===== config.mk =====
export PLATFORM = sky130hd
export DESIGN_NAME = serial_adder
export DESIGN_NICKNAME = d
export VERILOG_FILES = /design/src/rtl/serial_adder.sv
export SDC_FILE = /design/constraint.sdc
export NUM_CORES = 1
export LEC_CHECK = 0
export ABC_AREA = 1
export BUFFER_PORTS_ARGS = -buffer_cell sky130_fd_sc_hd__buf_2
export CELL_PAD_IN_SITES_DETAIL_PLACEMENT = 0
export CELL_PAD_IN_SITES_GLOBAL_PLACEMENT = 1
export CORE_AREA = 2 2 49 73
export DETAILED_ROUTE_END_ITERATION = 10
export DIE_AREA = 0 0 51 75
export GPL_ROUTABILITY_DRIVEN = 0
export PLACE_DENSITY_LB_ADDON = 0.1
export SYNTH_ARGS = -nofsm -noshare
export SYNTH_HDL_FRONTEND = slang
export SYNTH_SLANG_ARGS = --single-unit

===== constraint.sdc =====
create_clock -name clk -period 1 [get_ports clk]
set_input_delay 0.1 -clock clk [delete_from_list [all_inputs] [get_ports clk]]
set_output_delay 0.1 -clock clk [all_outputs]
set_load 0.01 [all_outputs]

===== src/rtl/serial_adder.sv =====
// Bit-serial LSB-first adder: S/Cout = A + B + Cin, one bit per cycle through a single full-adder cell.
// done pulses WIDTH cycles after start is accepted; start is ignored while busy, accepted again in the done cycle.
module serial_adder #(
   parameter int WIDTH = 4
) (
   input  logic             clk,
   input  logic             rst,
   input  logic             start,
   input  logic [WIDTH-1:0] A,
   input  logic [WIDTH-1:0] B,
   input  logic             Cin,
   output logic [WIDTH-1:0] S,
   output logic             Cout,
   output logic             busy,
   output logic             done
);

   localparam int CW = $clog2(WIDTH);

   typedef enum logic [1:0] {
      IDLE,
      SHIFT,
      DONE
   } state_t;

   state_t           r_state;
   logic [WIDTH-1:0] r_a_sh;
   logic [WIDTH-1:0] r_b_sh;
   logic [WIDTH-1:0] r_sum_sh;
   logic             r_carry;
   logic [CW-1:0]    r_cnt;
   logic [WIDTH-1:0] r_s;
   logic             r_cout;
   logic             r_busy;
   logic             r_done;

   logic             w_sbit;
   logic             w_carry;
   logic [WIDTH-1:0] w_sum_next;
   logic             w_last;

   assign w_sbit     = r_a_sh[0] ^ r_b_sh[0] ^ r_carry;
   assign w_carry    = (r_a_sh[0] & r_b_sh[0]) | (r_a_sh[0] & r_carry) | (r_b_sh[0] & r_carry);
   assign w_sum_next = {w_sbit, r_sum_sh[WIDTH-1:1]};
   assign w_last     = (r_cnt == CW'(WIDTH - 1));

   always_ff @(posedge clk or posedge rst) begin
      if (rst) begin
         r_state  <= IDLE;
         r_a_sh   <= '0;
         r_b_sh   <= '0;
         r_sum_sh <= '0;
         r_carry  <= 1'b0;
         r_cnt    <= '0;
         r_s      <= '0;
         r_cout   <= 1'b0;
         r_busy   <= 1'b0;
         r_done   <= 1'b0;
      end else begin
         case (r_state)
            IDLE, DONE: begin
               // The done cycle accepts a new request directly, so back-to-back operations have no bubble.
               r_done <= 1'b0;
               if (start) begin
                  r_a_sh   <= A;
                  r_b_sh   <= B;
                  r_carry  <= Cin;
                  r_cnt    <= '0;
                  r_sum_sh <= '0;
                  r_busy   <= 1'b1;
                  r_state  <= SHIFT;
               end else begin
                  r_state  <= IDLE;
               end
            end
            SHIFT: begin
               r_a_sh   <= r_a_sh >> 1;
               r_b_sh   <= r_b_sh >> 1;
               r_carry  <= w_carry;
               r_sum_sh <= w_sum_next;
               r_cnt    <= r_cnt + CW'(1);
               if (w_last) begin
                  r_s     <= w_sum_next;
                  r_cout  <= w_carry;
                  r_done  <= 1'b1;
                  r_busy  <= 1'b0;
                  r_state <= DONE;
               end
            end
            default: r_state <= IDLE;
         endcase
      end
   end

   assign S    = r_s;
   assign Cout = r_cout;
   assign busy = r_busy;
   assign done = r_done;

endmodule


Yosys cells after proc, flatten, opt, wreduce, memory -nomap -nowiden
Index checks and enable logic that the tools add are counted.

Register bits: 24. Input port bits: 12. Word-level logic and storage cells: 48. Output and inout bits: 7.

Equality and inequality tests: 5. Bitwise logic cells: 7. Add/subtract/negate cells: 1. Reduce and logical (&&, ||, !) cells: 7. Muxes and demuxes: 18.

Operator list (number): case mux 4 bit (2 select lines) (3); two-way mux 4 bit (3); case mux 2 bit (2 select lines) (2); case mux 1 bit (2 select lines) (3); AND reduction 2 bit (3); two-way mux 1 bit (5); equality test 2 bit, second input constant (2); two-way mux 2 bit (2); inequality test 2 bit, second input constant (2); AND 1 bit (3); AND reduction 3 bit (1); adder 2 x 1 -> 2 bit, second input constant (1); equality test 2 x 1 -> 1 bit, second input constant (1); zero test 2 bit (1); OR 1 bit (2); nonzero test 2 bit (1); OR reduction 2 bit (1); bitwise XOR 1 bit (2).

Logic depth before layout (Yosys ltp)
Gate-level depths: netlist of the first run.

Depth after elaboration: 4. Mapped depth: 6. Gate-level depth less buffers: 5.

Least setup slack after synthesis of the first run
OpenSTA, ideal clock, no wires.

Kind: reg-to-reg. From: reg r_a_sh[0]. To: reg r_carry. Buffers on the path: 0. Arrival: 1011 ps. Cell stages (with the launch flop): 6. Setup slack: -127 ps. Library setup time: 116 ps. Clock period less this slack: 1127 ps. Required time: 884 ps. Cell sequence: dfrtp_1 > fa_1 > nand3_1 > nand2_1 > inv_1 > nand2_1.

Cells in the longest elaborated chain, start to end: 4. Elaborated cells on any way between the ends: 5. Those cells by class: mux: 1; bitwise: 4.

Ends and longest elaborated chain: from (decl) (RTL line 27) `logic [WIDTH-1:0] r_a_sh;`; from (signal assigned) (RTL line 77) `r_a_sh <= r_a_sh >> 1;`; AND 1 bit (RTL line 43) `assign w_carry = (r_a_sh[0] & r_b_sh[0]) | (r_a_sh[0] & r_carry) | (r_b_sh[0] & r_carry);`; OR 1 bit * (2 in a row) (RTL line 43); named net w_carry (RTL line 38) `logic w_carry;`; case mux 1 bit (2 select lines) * (RTL line 60) `case (r_state)`; to (signal assigned) (RTL line 67) `r_carry <= Cin;`; to (signal assigned) (RTL line 79) `r_carry <= w_carry;`; to (decl) (RTL line 30) `logic r_carry;`.

The timed path passes the listed nets; every way through them passes the cells marked *. A chain may end at the register's enable or synchronous reset.

Final worst setup path of the first run
From: reg r_b_sh[0]. To: reg r_sum_sh[3].

Cells in the longest elaborated chain, start to end: 3.

Ends and longest elaborated chain: from (decl) (RTL line 28) `logic [WIDTH-1:0] r_b_sh;`; from (signal assigned) (RTL line 78) `r_b_sh <= r_b_sh >> 1;`; bitwise XOR 1 bit (2 in a row) (RTL line 42) `assign w_sbit = r_a_sh[0] ^ r_b_sh[0] ^ r_carry;`; named net w_sbit (RTL line 37) `logic w_sbit;`; case mux 4 bit (2 select lines) (RTL line 60); to (signal assigned) (RTL line 80) `r_sum_sh <= w_sum_next;`; to (decl) (RTL line 29) `logic [WIDTH-1:0] r_sum_sh;`.

The timed path passes the listed nets, and every way through them passes these cells.

==> results of run 1 <==
power by group:
part / internal [mW] / switching [mW]
logic: 1.34 / 1.48
registers: 1.35 / 0.283
clock network: 0.278 / 0.294
synthesized netlist by cell type (all sizes together):
library cell	number
nand2	49
dfrtp	23
nand3	28
ha	1
o21ai	1
fa	1
buf	4
nor2	2
or2	1
inv	14
flip-flops by register name, summed over array words and instances, names as in the netlist:
signal	flops
r_b_sh	4
busy	1
r_a_sh	4
r_cnt	2
r_sum_sh	3
Cout	1
r_state	2
r_carry	1
done	1
S	4
cell families after synthesis:
| kind of cell | Yosys count | share of synthesized area |
|---|---|---|
| DFF | 23 | 0.5251 |
| adders and majority gates | 2 | 0.02968 |
| and+or+nand+nor | 80 | 0.3505 |
| buffers and inverters | 18 | 0.09017 |
| AOI/OAI and AO/OA | 1 | 0.004562 |
what timing repair did:
action                                  CTS  global route
hold buffers                              1             0
gates resized for setup                  20            15
endpoints found under the setup margin   21            21
pin swaps                                14             7
buffers inserted                          5             9
hold endpoints to repair                 23             0
gates cloned                              2             1
metal layers:
| metal | global-route usage | part of all wire |
|---|---|---|
| met2 | 0.2323 | 0.50 |
| met1 | 0.1967 | 0.45 |
| met5 | 0 | 0 |
| met4 | 0.06306 | 0.017 |
| met3 | 0.02381 | 0.035 |
metrics by stage:
stage	util	cell area (um^2)
6_report	0.4998	1579
4_1_cts	0.4570	1444
3_3_place_gp	0.3964	1252
2_1_floorplan	-	1099
5_1_grt	0.4998	1579
3_5_place_dp	0.3964	1252
how the worst max path moves through the flow:
stage	from	end	slack, ns
after floorplan	r_carry	S[3]	-0.11
final	r_b_sh[0]	r_sum_sh[3]	-0.19
after global placement	r_carry	S[3]	-0.13
after global routing	r_b_sh[0]	r_carry	-0.21
after detailed placement	r_carry	S[3]	-0.15
after CTS	r_b_sh[0]	S[3]	-0.16
final cells by class:
| cell class | instances | area (um^2) | share of cell area |
|---|---|---|---|
| inverters | 14 | 62.56 | 0.03962 |
| well taps | 40 | 50.05 | 0.03170 |
| flip-flops and latches | 23 | 575.6 | 0.3645 |
| clock inverters | 1 | 5.005 | 0.003170 |
| clock buffers | 3 | 41.29 | 0.02615 |
| repair inverters | 1 | 8.758 | 0.005547 |
| repair buffers | 40 | 291.5 | 0.1846 |
| multi-input cells | 85 | 544.3 | 0.3447 |
worst min-delay path: stages:
cell	delay, ns
buf_2	0.07
nand2_1	0.04
nand2_1	0.05
==> reports/qor.yml, run 1 <==
status:
  outcome: "finished, violations left"
  violations: "setup timing"
setup_path:
  worstReg2RegStart: "r_b_sh[0]"
  crit_slowest_cell: "fa_2"
  critPathCaptureType: "flop"
  critical_path.top_delay_family: "adder cells"
  r2r-end: "r_sum_sh[3]"
  startpoint_type: "flop"
  worst-r2r-setup-slack_ns: -0.19
  max_stage_delay_ns: 0.61
  crit_path_cell_trace: "fa_2 -> nand2_1 -> nand2_1"
  crit_top_cell: "nand2_1"
  critPathMaxFanout: 2
  cp.required_ns: 1.21
  cp.arrival_ns: 1.40
  critPathBufInv: 0
  r2r_cells: 3
  path_depth: 3
  path_class: "reg -> reg"
global_route:
  grt_pass1_wl_mm: 4.133
  grt_remaining_overflow: 0
  grt_use_total: 0.1458
  grt_max_degree: 24
  antenna_found_initial: 0
  grt_pass1_vias: 896
timing:
  fmax_mhz: 840.1
  setup_viol: 13
  tightest_slew_ns: 0.3169
  slew_headroom: 0.7887
  hold_viol: 0
  fin_ws_ns: -0.1903
  whs_ns: 0.03248
  fin_tns_setup_ns: -1.138
  period_share: 1.190
  rsz0062_at_grt: "yes"
  fin_skew_ns: 0.002334
  period_needed_ns: 1.190
  maxSlewViolCount: 0
placement:
  dp_hpwl_mm: 1.589
  dpl.cell_count: 185
  io_buffers: 18
  place_ws_ns: -0.1461
cells_and_area:
  fin_cells: 207
  drive_above_1_share: 0.4551
  layout_common_cells: "nand2_1 (39), dfrtp_1 (23), buf_2 (18)"
  syn2layout_area_growth_pct: 44.06
  fill_cells: 320
  nets: 182
  num_antenna_cells: 0
  layout_commonest_cell: "nand2_1"
min_path:
  hold_path.startpoint: "A[3]"
  hold_path_class: "in -> reg"
  hold_depth: 3
  hold_end: "r_a_sh[3]"
synthesis:
  netlist_instances: 124
  yosys.area.top_type: "dfrtp_1"
  syn_nets: 138
  syn-cell-area_um2: 1096
  yosys-top-cells-area: "dfrtp_1 (53%), nand2_1 (16%), nand3_1 (13%), inv_1 (4.1%), buf_6 (3.1%)"
  ys_types: 15
  synth_warnings: 0
  ys_seq_area_frac: 0.5251
  avgSynthCellArea_um2: 8.839
  synth_seq_cells: 23
  yosysTopAreaCellShare: 0.5251
flow_run:
  cap_viol_max_count: 0
power_and_ir_drop:
  ir_drop_v: 0.001577
  leakage_nw: 0.8408
  power_per_cell_area_nw_per_um2: 3181
  power_mw: 5.022
floorplanning:
  io_pins: 19
  core_um2: 3159
  fp-row-count: 25
  die_h_um: 75
  die_area_um2: 3825
  start_util: 0.3469
  dieWidth_um: 51
route:
  ant_nets: 0
  wl_per_cell_um: 12.83
  firstDrtPassIters: 4
  vias_per_cell: 4.643
  drc: 0
  wl_mm: 2.655
  dr.first_iter.drc_count: 8
  vias: 961
clock_network:
  cts_buffer_depth: 2
  cts.sinks: 23
  clk_pin_slew_ns: 0.08
  clk_latency_ns: 0.26
  cts-root-buf: "clkbuf_8"
  numCtsBuffers: 3
  cts_tree: "done"
  htreeDepth: 1
Power figures use the tool's default switching activity.
==> run 2, diff against run 1 <==
- CORE_AREA: 2 2 49 73 -> 2 2 82 45
- DIE_AREA: 0 0 51 75 -> 0 0 84 47
==> reports/qor.yml, run 2 (synthesis gave the netlist of run 1 again) <==
cells_and_area:
  fin_util: 0.4593  # was 0.4998
  layout_common_cells: "nand2_1 (35), dfrtp_1 (23), nand3_1 (19)"  # was nand2_1 (39), dfrtp_1 (23), buf_2 (18)
  layout_commonest_cell: "nand2_1"  # unchanged
  nets: 169  # was 182
  syn2layout_area_growth_pct: 36.07  # was 44.06%
  multi_input_area_um2: 534.3  # was 544.3 um^2
  num_antenna_cells: 0  # unchanged
  stdcell_area_um2: 1491  # was 1579 um^2
  register_area_um2: 575.6  # unchanged
  fill_cells: 339  # was 320
  drive_above_1_share: 0.4091  # was 0.4551
setup_path:
  worstReg2RegStart: "r_carry"  # was r_b_sh[0]
  cp.required_ns: 1.16  # was 1.21 ns
  cp.arrival_ns: 1.31  # was 1.40 ns
  path_class: "reg -> reg"  # unchanged
  critPathCaptureType: "flop"  # unchanged
  r2r-end: "r_carry"  # was r_sum_sh[3]
  critPathMaxFanout: 2  # unchanged
  startpoint_type: "flop"  # unchanged
  worst-r2r-setup-slack_ns: -0.15  # was -0.19 ns
  r2r_cells: 5  # was 3
timing:
  setup_viol: 13  # unchanged
  period_needed_ns: 1.153  # was 1.190 ns
  tightest_slew_ns: 0.3038  # was 0.3169 ns
  period_share: 1.153  # was 1.190
  slew_headroom: 0.7975  # was 0.7887
  rsz0062_at_grt: "yes"  # unchanged
  maxSlewViolCount: 0  # unchanged
  fin_skew_ns: 0.01240  # was 0.002334 ns
  hold_viol: 0  # unchanged
  fin_ws_ns: -0.1525  # was -0.1903 ns
  fin_tns_setup_ns: -0.7960  # was -1.138 ns
  fmax_mhz: 867.7  # was 840.1 MHz
clock_network:
  cts_buffer_depth: 2  # unchanged
  clk_pin_slew_ns: 0.08  # about the same
  cts-root-buf: "clkbuf_8"  # unchanged
  cts_tree: "done"  # unchanged
  numCtsBuffers: 3  # unchanged
  cts.sinks: 23  # unchanged
  clk_latency_ns: 0.27  # was 0.26 ns
  htreeDepth: 1  # unchanged
global_route:
  antenna_found_initial: 0  # unchanged
  grt_pass1_vias: 832  # was 896
  grt_remaining_overflow: 0  # unchanged
  grt_use_total: 0.1479  # was 0.1458
  grt_max_degree: 24  # unchanged
  grt_pass1_wl_mm: 4.326  # was 4.133 mm
power_and_ir_drop:
  pwr-share-clk: 0.126  # was 0.114
  seq_power_share: 0.345  # was 0.324
  ir_drop_v: 0.001188  # was 0.001577 V
  p_sw_mw: 2.015  # was 2.058 mW
  power_mw: 4.783  # was 5.022 mW
  combPwrFrac: 0.529  # was 0.562
  p_int_mw: 2.768  # was 2.964 mW
  leakage_nw: 0.7924  # was 0.8408 nW
  power_per_cell_area_nw_per_um2: 3207  # was 3181 nW/um^2
  power_switching_share: 0.4213  # was 0.4098
min_path:
  hold_path.startpoint: "A[3]"  # unchanged
  hold_end: "r_a_sh[3]"  # unchanged
  hold_path_class: "in -> reg"  # unchanged
  hold_depth: 3  # unchanged
floorplanning:
  core_um2: 3247  # was 3159 um^2
  io_pins: 19  # unchanged
  start_util: 0.3376  # was 0.3469
  fp-row-count: 15  # was 25
  die_h_um: 47  # was 75 um
  die_area_um2: 3948  # was 3825 um^2
  dieWidth_um: 84  # was 51 um
route:
  ant_nets: 0  # unchanged
  dr.first_iter.drc_count: 48  # was 8
  wl_per_cell_um: 13.41  # was 12.83 um
  firstDrtPassIters: 4  # unchanged
  wl_mm: 2.629  # was 2.655 mm
  vias_per_cell: 4.587  # was 4.643
  vias: 899  # was 961
  drc: 0  # unchanged
status:
  violations: "setup timing"  # unchanged
  outcome: "finished, violations left"  # unchanged
placement:
  io_buffers: 18  # unchanged
  place_ws_ns: -0.1525  # was -0.1461 ns
  dp_hpwl_mm: 1.670  # was 1.589 mm
  place_area_um2: 1267  # was 1252 um^2
flow_run:
  cap_viol_max_count: 0  # unchanged
==> run 2: changes by cell type in the layout (fill, tap and decap cells not counted), sizes merged <==
cell	delta
buf	-11
inv	-1
nand2	-1
==> run 2: worst max-delay path by stage <==
stage	from	end	slack (ns)
after floorplan	r_carry	S[3]	-0.11
after global placement	r_carry	S[3]	-0.12
after detailed placement	r_carry	S[3]	-0.15
after CTS	r_b_sh[0]	S[3]	-0.17
after global routing	r_carry	r_carry	-0.20
final	r_carry	r_carry	-0.15
==> run 2: cell type report <==
class,count,area share
timing repair buffer,29,0.1460
multi-input combinational,84,0.3582
inverter,14,0.04362
clock inverter,1,0.003356
tap,42,0.03523
sequential,23,0.3859
clock buffer,3,0.02768
==> run 2: worst max-delay path: stages (launching register included) <==
cell     delay (ns)
dfrtp_1        0.41
fa_2           0.42
nand3_2        0.08
nand2_1        0.05
inv_1          0.04
nand2_1        0.04
==> run 2: metal layers <==
| layer | global-route usage | up-vias | part of all wire |
|---|---|---|---|
| met2 | 0.2240 | 21 | 0.43 |
| met4 | 0.03871 | 0 | 0.0023 |
| met5 | 0 | - | 0 |
| li1 | - | 450 | - |
| met1 | 0.2113 | 426 | 0.53 |
| met3 | 0.04394 | 2 | 0.038 |
==> run 2: metrics by stage <==
stage | hold slack (ns) | cells
6_report | 0.03223 | 196
3_5_place_dp | 0.1652 | 187
4_1_cts | 0.02316 | 196
3_3_place_gp | 0.1553 | 187
2_1_floorplan | 0.1019 | 124
5_1_grt | 0.02924 | 196
==> run 2: what timing repair did <==
item | in CTS | in global routing
gates resized for setup | 13 | 21
cloned | 1 | 0
setup buffers | 3 | 0
hold buffers | 1 | 0
endpoints found under the setup margin | 19 | 21
hold endpoints to repair | 23 | 0
pin swaps | 14 | 9
==> run 2: power by group through the flow <==
| stage | Combinational (mW) | Clock [mW] | Sequential [mW] |
|---|---|---|---|
| floorplan | 1.33 | 0 | 1.63 |
| global placement | 1.89 | 0 | 1.60 |
| detailed placement | 1.95 | 0 | 1.62 |
| CTS | 2.28 | 0.624 | 1.60 |
| global route | 2.82 | 0.678 | 1.71 |
| finish | 2.53 | 0.602 | 1.65 |
==> run 3, diff against run 2 <==
- BUFFER_PORTS_ARGS: -buffer_cell sky130_fd_sc_hd__buf_2 -> -buffer_cell sky130_fd_sc_hd__buf_4
- CORE_AREA: 2 2 82 45 -> 2 2 54 56
- DIE_AREA: 0 0 84 47 -> 0 0 56 58
- SETUP_SLACK_MARGIN: unset -> 0.3
- clock period: 1 -> 1.5 ns (I/O delays scaled with it)
==> reports/qor.yml, run 3 (synthesis gave the netlist of run 1 again) <==
clock_network:
  cts-root-buf: "clkbuf_4"  # was clkbuf_8
  cts.sinks: 23  # unchanged
  clk_latency_ns: 0.30  # was 0.27 ns
  numCtsBuffers: 3  # unchanged
  cts_buffer_depth: 2  # unchanged
  cts_tree: "done"  # unchanged
  clk_pin_slew_ns: 0.13  # was 0.08 ns
  htreeDepth: 1  # unchanged
setup_path:
  crit_start: "r_a_sh[0]"  # was r_carry
  cp-endpoint: "r_sum_sh[3]"  # was r_carry
  critPathMaxFanout: 2  # unchanged
  startpoint_type: "flop"  # unchanged
  worst-r2r-setup-slack_ns: 0.29  # was -0.15 ns
  r2r_cells: 3  # was 5
  worstReg2RegStart: "r_a_sh[0]"  # was r_carry
  critPathCaptureType: "flop"  # unchanged
  r2r-end: "r_sum_sh[3]"  # was r_carry
  cp.arrival_ns: 1.46  # was 1.31 ns
  path_class: "reg -> reg"  # unchanged
  cp.required_ns: 1.75  # was 1.16 ns
power_and_ir_drop:
  ir_drop_v: 0.0009662  # was 0.001188 V
  leakage_nw: 0.7189  # was 0.7924 nW
  power_per_cell_area_nw_per_um2: 1964  # was 3207 nW/um^2
timing:
  maxSlewViolCount: 0  # unchanged
  setup_viol: 0  # was 13
  period_needed_ns: 1.209  # was 1.153 ns
  slew_headroom: 0.8029  # was 0.7975
  fmax_mhz: 827.0  # was 867.7 MHz
  period_share: 0.8061  # was 1.153
  rsz0062_at_grt: "yes"  # unchanged
  tightest_slew_ns: 0.2956  # was 0.3038 ns
  fin_skew_ns: 0.003630  # was 0.01240 ns
  fin_tns_setup_ns: 0  # was -0.7960 ns
  hold_viol: 0  # unchanged
global_route:
  grt_pass1_wl_mm: 3.698  # was 4.326 mm
  gr-usage-met3: 0.02232  # was 0.04394
  gr-usage-met2: 0.2387  # was 0.2240
  antenna_found_initial: 0  # unchanged
  grt_use_total: 0.1447  # was 0.1479
  grt_pass1_vias: 832  # unchanged
  grt_max_degree: 24  # unchanged
  busiest_layer: "met2"  # unchanged
  use_met1: 0.1960  # was 0.2113
  grt_remaining_overflow: 0  # unchanged
cells_and_area:
  fin_util: 0.4845  # was 0.4593
  drive_above_1_share: 0.2276  # was 0.4091
  layout_common_cells: "nand2_1 (46), nand3_1 (28), dfrtp_1 (22)"  # was nand2_1 (35), dfrtp_1 (23), nand3_1 (19)
  layout_commonest_cell: "nand2_1"  # unchanged
  nets: 160  # was 169
  syn2layout_area_growth_pct: 17.69  # was 36.07%
  num_antenna_cells: 0  # unchanged
  fin_cells: 176  # was 196
floorplanning:
  io_pins: 19  # unchanged
  fp-row-count: 19  # was 15
  die_area_um2: 3248  # was 3948 um^2
  dieWidth_um: 56  # was 84 um
  die_h_um: 58  # was 47 um
  start_util: 0.4117  # was 0.3376
  core_um2: 2663  # was 3247 um^2
placement:
  dp_hpwl_mm: 1.429  # was 1.670 mm
  dpl.cell_count: 171  # was 187
  io_buffers: 18  # unchanged
route:
  vias: 835  # was 899
  firstDrtPassIters: 4  # unchanged
  ant_nets: 0  # unchanged
  drc: 0  # unchanged
  wl_mm: 2.043  # was 2.629 mm
  dr.first_iter.drc_count: 12  # was 48
  vias_per_cell: 4.744  # was 4.587
  wl_per_cell_um: 11.61  # was 13.41 um
min_path:
  hold_path_class: "in -> reg"  # unchanged
status:
  outcome: "finished, final reports clean"  # was finished, violations left
flow_run:
  cap_viol_max_count: 0  # unchanged
-- run 3: worst max-delay path, cell delays in order, from the launching register on --
cell	delay, ns
dfrtp_1	0.43
fa_2	0.60
nand2_1	0.06
nand2_1	0.07
-- run 3: per-stage QoR --
step / instance area [um^2] / total power [mW] / hold WS, ns / worst slack [ns]
2_1_floorplan: 1096 / 1.963 / 0.1519 / 0.3728
4_1_cts: 1284 / 2.561 / 0.02427 / 0.2963
3_3_place_gp: 1246 / 2.263 / 0.2168 / 0.2997
3_5_place_dp: 1246 / 2.259 / 0.2209 / 0.3032
6_report: 1290 / 2.534 / 0.04209 / 0.2909
5_1_grt: 1290 / 2.800 / 0.02931 / 0.2453
-- run 3: power by group --
group	switching, mW	total, mW	internal, mW	leakage, nW
registers	0.208	1.11	0.897	0.289
logic	0.666	1.15	0.482	0.412
clock network	0.180	0.280	0.0993	0.0177
-- run 3: area by class of cell --
class,count,area (um^2)
Clock buffer,3,22.52
Clock inverter,1,5.005
Fill cell,282,1373
Inverter,14,62.56
Multi-Input combinational cell,83,424.2
Sequential cell,23,576.8
Tap cell,31,38.79
Timing Repair Buffer,21,160.2
-- run 3: worst min-delay path by stage --
stage	to	start	cells after the start	slack, ns
after floorplan	Cout	rst	1	0.15
after global placement	r_cnt[0]	rst	3	0.22
after detailed placement	r_b_sh[3]	rst	3	0.22
after CTS	r_a_sh[3]	A[3]	3	0.02
after global routing	r_a_sh[3]	A[3]	3	0.03
final	r_a_sh[3]	A[3]	3	0.04
-- run 3: routing by layer --
metal | wire length (um) | up-vias
li1 | - | 432
met1 | 1014 | 391
met2 | 945 | 10
met3 | 65 | 2
met4 | 17 | 0
met5 | 0 | -
-- run 3: repair_timing --
action                                  4_1_cts  5_1_grt
buffers inserted                              0        0
hold buffers                                  1        0
endpoints found under the setup margin        2       10
resized for setup                             0        3
hold endpoints to repair                     23        0
